--- config.mk ---
export PLATFORM = sky130hd
export DESIGN_NAME = reorder_buffer
export DESIGN_NICKNAME = d
export VERILOG_FILES = /design/src/rtl/reorder_buffer.sv
export SDC_FILE = /design/constraint.sdc
export NUM_CORES = 1
export LEC_CHECK = 0
export ABC_CLOCK_PERIOD_IN_PS = 3600
export BUFFER_PORTS_ARGS = -buffer_cell sky130_fd_sc_hd__buf_2
export CAP_MARGIN = 20
export CORE_ASPECT_RATIO = 0.8
export CORE_MARGIN = 3
export CORE_UTILIZATION = 58
export CTS_BUF_LIST = sky130_fd_sc_hd__clkbuf_8
export DETAILED_ROUTE_END_ITERATION = 8
export PLACE_DENSITY = 0.79
export SLEW_MARGIN = 10
export SYNTH_ARGS = -nofsm -noshare
export SYNTH_HDL_FRONTEND = slang
export SYNTH_HIERARCHICAL = 1
export SYNTH_SLANG_ARGS = --single-unit
--- constraint.sdc ---
create_clock -name clk1 -period 3.6 [get_ports clk1]
set_input_delay 1.08 -clock clk1 [delete_from_list [all_inputs] [get_ports clk1]]
set_output_delay 1.08 -clock clk1 [all_outputs]
set_load 0.05 [all_outputs]
--- src/rtl/reorder_buffer.sv ---
// Circular reorder buffer: hands out tags at issue, captures CDB results,
// forwards operands to issue and retires in program order, flushing all
// speculative state when a mispredicted branch reaches the head.

// One ROB slot. Clear beats allocate, and allocate beats a CDB write.
module rob_entry #(
  parameter int DATA_W = 16,
  parameter int REG_W  = 4
) (
  input  logic              clk1,
  input  logic              rst_n,
  input  logic              clr,
  input  logic              alloc,
  input  logic [REG_W-1:0]  alloc_rd,
  input  logic              alloc_wen,
  input  logic              wr,
  input  logic [DATA_W-1:0] wr_data,
  input  logic              wr_mis,
  output logic              valid,
  output logic              done,
  output logic              mis,
  output logic              wen,
  output logic [REG_W-1:0]  rd,
  output logic [DATA_W-1:0] data
);

  // Slot state: clear on retire/flush, load on allocate, complete on CDB hit
  always_ff @(posedge clk1 or negedge rst_n) begin
    if (!rst_n) begin
      valid <= 1'b0;
      done  <= 1'b0;
      mis   <= 1'b0;
      wen   <= 1'b0;
      rd    <= '0;
      data  <= '0;
    end else if (clr) begin
      valid <= 1'b0;
      done  <= 1'b0;
      mis   <= 1'b0;
      wen   <= 1'b0;
      rd    <= '0;
      data  <= '0;
    end else if (alloc) begin
      valid <= 1'b1;
      done  <= 1'b0;
      mis   <= 1'b0;
      wen   <= alloc_wen;
      rd    <= alloc_rd;
      data  <= '0;
    end else if (wr && valid) begin
      done  <= 1'b1;
      data  <= wr_data;
      mis   <= wr_mis;
    end
  end

endmodule

module reorder_buffer #(
  parameter int DEPTH  = 8,
  parameter int DATA_W = 16,
  parameter int REG_W  = 4,
  parameter int TAG_W  = $clog2(DEPTH)
) (
  input  logic              clk1,
  input  logic              rst_n,
  input  logic              alloc_valid,
  input  logic [REG_W-1:0]  alloc_rd,
  input  logic              alloc_wen,
  output logic              alloc_ready,
  output logic [TAG_W-1:0]  alloc_tag,
  input  logic              cdb_valid,
  input  logic [TAG_W-1:0]  cdb_tag,
  input  logic [DATA_W-1:0] cdb_data,
  input  logic              cdb_mispredict,
  input  logic [TAG_W-1:0]  src_tag,
  output logic              src_ready,
  output logic [DATA_W-1:0] src_data,
  output logic              commit_valid,
  output logic [REG_W-1:0]  commit_rd,
  output logic              commit_wen,
  output logic [DATA_W-1:0] commit_data,
  output logic              flush,
  output logic [TAG_W:0]    count
);

  localparam logic [TAG_W:0] FULL_CNT = (TAG_W+1)'(DEPTH);

  logic [DEPTH-1:0]              ent_valid, ent_done, ent_mis, ent_wen;
  logic [DEPTH-1:0][REG_W-1:0]   ent_rd;
  logic [DEPTH-1:0][DATA_W-1:0]  ent_data;

  logic [TAG_W-1:0] head, tail;
  logic             commit_fire, head_flush, alloc_fire;

  // Head retires once its result is in; a mispredicted head also flushes.
  // A full buffer never takes an allocation, even while the head retires.
  always_comb begin
    commit_fire = ent_valid[head] && ent_done[head];
    head_flush  = commit_fire && ent_mis[head];
    alloc_ready = (count != FULL_CNT) && !head_flush;
    alloc_fire  = alloc_valid && alloc_ready;
    alloc_tag   = tail;
  end

  genvar i;
  generate
    for (i = 0; i < DEPTH; i++) begin : g_ent
      rob_entry #(.DATA_W(DATA_W), .REG_W(REG_W)) u_ent (
        .clk1      (clk1),
        .rst_n     (rst_n),
        .clr       (head_flush || (commit_fire && (head == TAG_W'(i)))),
        .alloc     (alloc_fire && (tail == TAG_W'(i))),
        .alloc_rd  (alloc_rd),
        .alloc_wen (alloc_wen),
        .wr        (cdb_valid && (cdb_tag == TAG_W'(i))),
        .wr_data   (cdb_data),
        .wr_mis    (cdb_mispredict),
        .valid     (ent_valid[i]),
        .done      (ent_done[i]),
        .mis       (ent_mis[i]),
        .wen       (ent_wen[i]),
        .rd        (ent_rd[i]),
        .data      (ent_data[i])
      );
    end
  endgenerate

  // Operand lookup with same-cycle CDB bypass; invalid slots read as zero
  always_comb begin
    src_ready = 1'b0;
    src_data  = '0;
    if (ent_valid[src_tag]) begin
      if (cdb_valid && (cdb_tag == src_tag)) begin
        src_ready = 1'b1;
        src_data  = cdb_data;
      end else begin
        src_ready = ent_done[src_tag];
        src_data  = ent_data[src_tag];
      end
    end
  end

  // Pointers and occupancy; a flush rewinds everything to empty
  always_ff @(posedge clk1 or negedge rst_n) begin
    if (!rst_n) begin
      head  <= '0;
      tail  <= '0;
      count <= '0;
    end else if (head_flush) begin
      head  <= '0;
      tail  <= '0;
      count <= '0;
    end else begin
      if (commit_fire) head <= head + TAG_W'(1);
      if (alloc_fire)  tail <= tail + TAG_W'(1);
      if (alloc_fire && !commit_fire)      count <= count + (TAG_W+1)'(1);
      else if (!alloc_fire && commit_fire) count <= count - (TAG_W+1)'(1);
    end
  end

  // Registered retire port; payload holds between commits
  always_ff @(posedge clk1 or negedge rst_n) begin
    if (!rst_n) begin
      commit_valid <= 1'b0;
      commit_rd    <= '0;
      commit_wen   <= 1'b0;
      commit_data  <= '0;
      flush        <= 1'b0;
    end else begin
      commit_valid <= commit_fire;
      flush        <= head_flush;
      if (commit_fire) begin
        commit_rd   <= ent_rd[head];
        commit_wen  <= ent_wen[head];
        commit_data <= ent_data[head];
      end
    end
  end

endmodule

# After elaboration in Yosys (flattened, before gate mapping)
# Index checks and enable logic that the tools add are counted.
# word_totals
register_bits	225
input_bits	32
output_inout_bits	48
word_cells	306
# classes
n_addsub	4
magnitude_cmp	2
n_eq_ne	23
n_mux	149
n_reduce_logical	72
# op_table
operator	n
$mux 16	28
$bmux 16 s3	2
$mux 1	88
$mux 4	20
$logic_and 1x1->1	39
$eq 3x3->1 const B	12
$reduce_bool 3->1	9
$reduce_bool 2->1	10
$bmux 1 s3	6
$eq 3x2->1 const B	6
$bmux 4 s3	1
$mux 3	4
$eq 3x1->1 const B	3
$logic_not 3->1	3
$logic_or 1x1->1	8
$lt 3x4->1 const B	2
$add 3x1->3 const B	2
$add 4x1->4 const B	1
$ne 4x4->1 const B	1
$sub 4x1->4 const B	1
$eq 3x3->1	1
$logic_not 1->1	3

# Depth between registers and ports, before layout
# logic_depth
ltp_word	12
mapped_depth	12
mapped_depth_nobuf	10

# Modules after synthesis
# Netlist, hierarchy kept.
# modules_own_cells
mod	n_inst	cells_per_inst	area_per_inst_um2	seq_area_each_um2
rob_entry	8	101	1163.6	600.6
reorder_buffer	1	396	4385.5	825.8

# Worst setup path after synthesis
# Ideal clock, no wire load.
# synth_timing
kind	input-to-output
from	in src_tag[1]
to	out src_data[0]
arrival_ns	3.301
required_ns	2.520
setup_slack_ns	-0.781
cell_stages	5
cell_sequence	clkbuf_1 clkbuf_1 mux4_2 mux2i_1 a211oi_1
# synth_via
elab_chain_len	4
# synth_rtl
element	line	rtl
start: declaration	76	input logic [TAG_W-1:0] src_tag,
$bmux 16 s3 or $eq 3x3->1 (tied branches)	139, 134	
$mux 16 (not written as such) or $logic_and 1x1->1 (tied branches)	139, 134	
$mux 16	134	if (cdb_valid && (cdb_tag == src_tag)) begin
$mux 16 *	133	if (ent_valid[src_tag]) begin
end: declaration	78	output logic [DATA_W-1:0] src_data,
# Mark *: on every way between the ends. The rest lies on a longest branch, timed or not. The select of a mux whose other input is x is not followed.

# Final worst setup path
# layout_timing
from	in src_tag[0]
to	out src_data[4]
# Same word-level chain as after synthesis.

==> flow_metrics.tcl <==
set metrics [dict create \
    multi_input_area_um2 7440 \
    ant_nets 0 \
    synth_common_cells "225 x dfrtp_1, 139 x nand3_1, 136 x a21bo_2, 107 x nor2_1, 82 x mux4_2" \
    leakage_nw 6.78 \
    arrival_ns 2.54 \
    hpwl_um 26900 \
    netlist_instances 1204 \
    cts_tree "built" \
    yosysSeqAreaShare_pct 41.1 \
    async_flop_share_pct 100 \
    routedWlPerCell_um 25.5 \
    nets 1351 \
    synthMuxAreaShare_pct 18.6 \
    synth_top_area_cell "dfrtp_1" \
    synth_cell_types 39 \
    cpPeakStageDelay_ns 0.26 \
    synth_fa_ha_area_share_pct 1.43 \
    cts_hold_buf 0 \
    wl_um 41600 \
    rows 49 \
    cpMaxStageDelayCell "a211oi_4" \
    final.period_utilization_pct 101 \
    grt_pass1_vias 11100 \
    period_needed_ns 3.62 \
    power.density_nw_per_um2 929 \
    area_delta_synth_final_pct 15.5 \
    synth-edff-count 0 \
    viasPerCell 6.77 \
    design.core.area_um2 22800 \
    fin_skew_ns 0.0351 \
    synthFlopType "dfrtp_1" \
    syn_area_per_cell_um2 11.4 \
    cp-start-kind "input pin" \
    die-area_um2 25500 \
    max_freq_ghz 0.276 \
    synthSimpleGateAreaFrac_pct 11.5 \
    crit_top_cell "buf_12" \
    insertion_delay_ns 0.55 \
    die_h_um 143 \
    clk_transition_reported_paths_ns 0.06 \
    postLayoutCoreUtil_pct 69.4 \
    syn_area_um2 13700 \
    synth-compound-area-share_pct 20.6 \
    syn_nets 1251 \
    grt_max_degree 97 \
    cts_sinks 225 \
    die_w_um 178 \
    start_util_pct 60.0 \
    grt_use_total_pct 32.7 \
    rsz0062_at_grt "true" \
    synth.most_common_cell "dfrtp_1" \
    ff_latch_area_um2 5640 \
    cp-end-kind "output pin" \
    max_slew.worst_pin.slew_ns 0.837 \
    fin_tns_setup_ns -0.152 \
    remaining_drc_errors 0 \
    gp_routability_congestion 0.905 \
    slew_headroom_pct 44.2 \
    synth_xor_area_share_pct 0.384 \
    dp.cells 1559 \
    fill_cells 1584 \
    ios 80 \
    antennaDiodeCount 0 \
    cp_max_fo 11 \
    setup_violations 11 \
    total_power_mw 14.7 \
    synth_top_family_by_area "compound AO/OA/AOI/OAI gates" \
    synth.top_cell.area_share_pct 41.1 \
    cts_max_path_buffers 3 \
    root_buffer "clkbuf_8" \
    first_pass_iters 6 \
    grt_overflow 0 \
    h-tree-depth 2 \
    setup_slack_ns -0.0248 \
    vias 11100 \
    stdcell_count 1634 \
    synth.area.top_cells "dfrtp_1 41%, mux4_2 13%, a21bo_2 9.9%" \
    antenna_found_initial 0 \
    drv_cap 0 \
    io_buffers 79 \
    drive_above_1_share_pct 43.5 \
    cts_buffers 37 \
    ys_ff_latch 225 \
    grt_pass1_wl_um 64400 \
    cp.required_ns 2.52 \
    violations "setup timing" \
    cp_cell_sequence "buf_12, buf_12, xnor2_2, nand4_1, buf_6, clkbuf_16, buf_12, a211oi_4, buf_6" \
    yosys_warnings 6 \
    critical_path_class "in -> out" \
    drt_iter0_drc 1355 \
    worst_hold_slack_ns 0.523 \
    min_path_type "reg -> reg" \
    ir_worst_vdd_mv 0.485 \
    outcome "finished, violations left" \
    finalHoldViolCount 0 \
    drv_slew 0 \
]
worst max-delay path, delay by kind of cell:
family,cells,cell delay (ns)
xor gates and xnor gates,1,0.15
and+or+nand+nor,1,0.11
AOI/OAI and AO/OA,1,0.26
buffers and inverters,6,0.93
stage by stage:
step           setup slack [ns]  instance area, um2
2_1_floorplan           -0.0517               14000
3_3_place_gp             -0.154               14700
3_5_place_dp             -0.172               14800
4_1_cts                 -0.0192               15700
5_1_grt                 -0.0492               15800
6_report                -0.0248               15800
final cells by class:
cell class                      instances  area share (%)
Clock buffer                           50            4.35
Clock inverter                         13           0.411
Inverter                                9           0.237
Multi-Input combinational cell        845            47.0
Sequential cell                       225            35.6
Tap cell                              306            2.42
Timing Repair Buffer                  186            9.94
worst paths after layout:
kind	from	endpoint	slack (ns)	cells past startpoint
max in group asynchronous	rst_n	g_ent[1].u_ent/data[0]	2.14	2
worst max-delay path	src_tag[0]	src_data[4]	-0.02	9
worst min register to register	g_ent[4].u_ent/rd[2]	g_ent[4].u_ent/rd[2]	0.52	2
min in group asynchronous	rst_n	g_ent[5].u_ent/rd[0]	0.59	1
worst min-delay path	g_ent[4].u_ent/rd[2]	g_ent[4].u_ent/rd[2]	0.52	2
worst max register to register	head[1]	g_ent[3].u_ent/data[8]	0.36	9
per-layer routing:
metal  global-route usage [%]  routed length [um]  vias to the layer above
li1                         -                   -                     4568
met2                     49.4               19000                      751
met4                     12.8                1720                        0
met3                     9.64                5050                      185
met1                     45.2               15900                     5564
met5                        0                   0                        -
where the power goes:
group          switching (mW)  total [mW]  leakage (nW)  internal, mW
sequential              0.913        4.60          2.92          3.68
combinational            4.39        7.80          3.44          3.40
clock                    1.05        2.30         0.424          1.24
cells by family (layout without fill, tap and decap cells):
kind of cell	count (synthesis)	in the layout
xor+xnor	6	6
buf+inv	134	258
compound gates	339	339
mux	148	148
simple gates	337	337
fa+ha+maj	15	15
flops	225	225
cells in the final DEF (no fill, tap or decap), types with 2 or more instances in the layout:
| cell | instances |
|---|---|
| a21o_1 | 8 |
| xnor2_1 | 4 |
| mux2_4 | 2 |
| and2_1 | 2 |
| clkinv_2 | 3 |
| dfrtp_1 | 223 |
| buf_12 | 14 |
| a21oi_4 | 9 |
| o21a_1 | 2 |
| buf_2 | 59 |
| nor2_1 | 101 |
| a21bo_2 | 136 |
| nor2_4 | 8 |
| nor2_2 | 6 |
| buf_4 | 83 |
| clkbuf_8 | 50 |
| mux4_2 | 82 |
| o2bb2ai_1 | 2 |
| nand2_1 | 55 |
| buf_6 | 23 |
| inv_1 | 14 |
| inv_2 | 2 |
| or2_1 | 8 |
| a211oi_4 | 16 |
| a31oi_1 | 21 |
| nand3_1 | 139 |
| nor3_2 | 2 |
| a21oi_2 | 65 |
| buf_8 | 6 |
| a21oi_1 | 74 |
| mux2i_1 | 60 |
| o21ai_0 | 4 |
| and3_1 | 7 |
| mux2i_4 | 3 |
| nand2b_1 | 5 |
| ha_1 | 14 |
flip-flops by register name (all words and copies together), names as in the netlist:
signal             cells
alloc_tag              3
commit_data           16
commit_rd              4
commit_valid           1
commit_wen             1
count                  4
flush                  1
g_ent.u_ent/data     128
g_ent.u_ent/done       8
g_ent.u_ent/mis        8
g_ent.u_ent/rd        32
g_ent.u_ent/valid      8
g_ent.u_ent/wen        8
head                   3
what timing repair did:
item	4_1_cts	5_1_grt
endpoints found under the hold margin	0	0
gates cloned	1	1
buffers inserted	5	6
resized for setup	48	5
endpoints found under the setup margin	18	18
pin swaps	3	2
No activity file was read; power rests on OpenSTA's default activity.
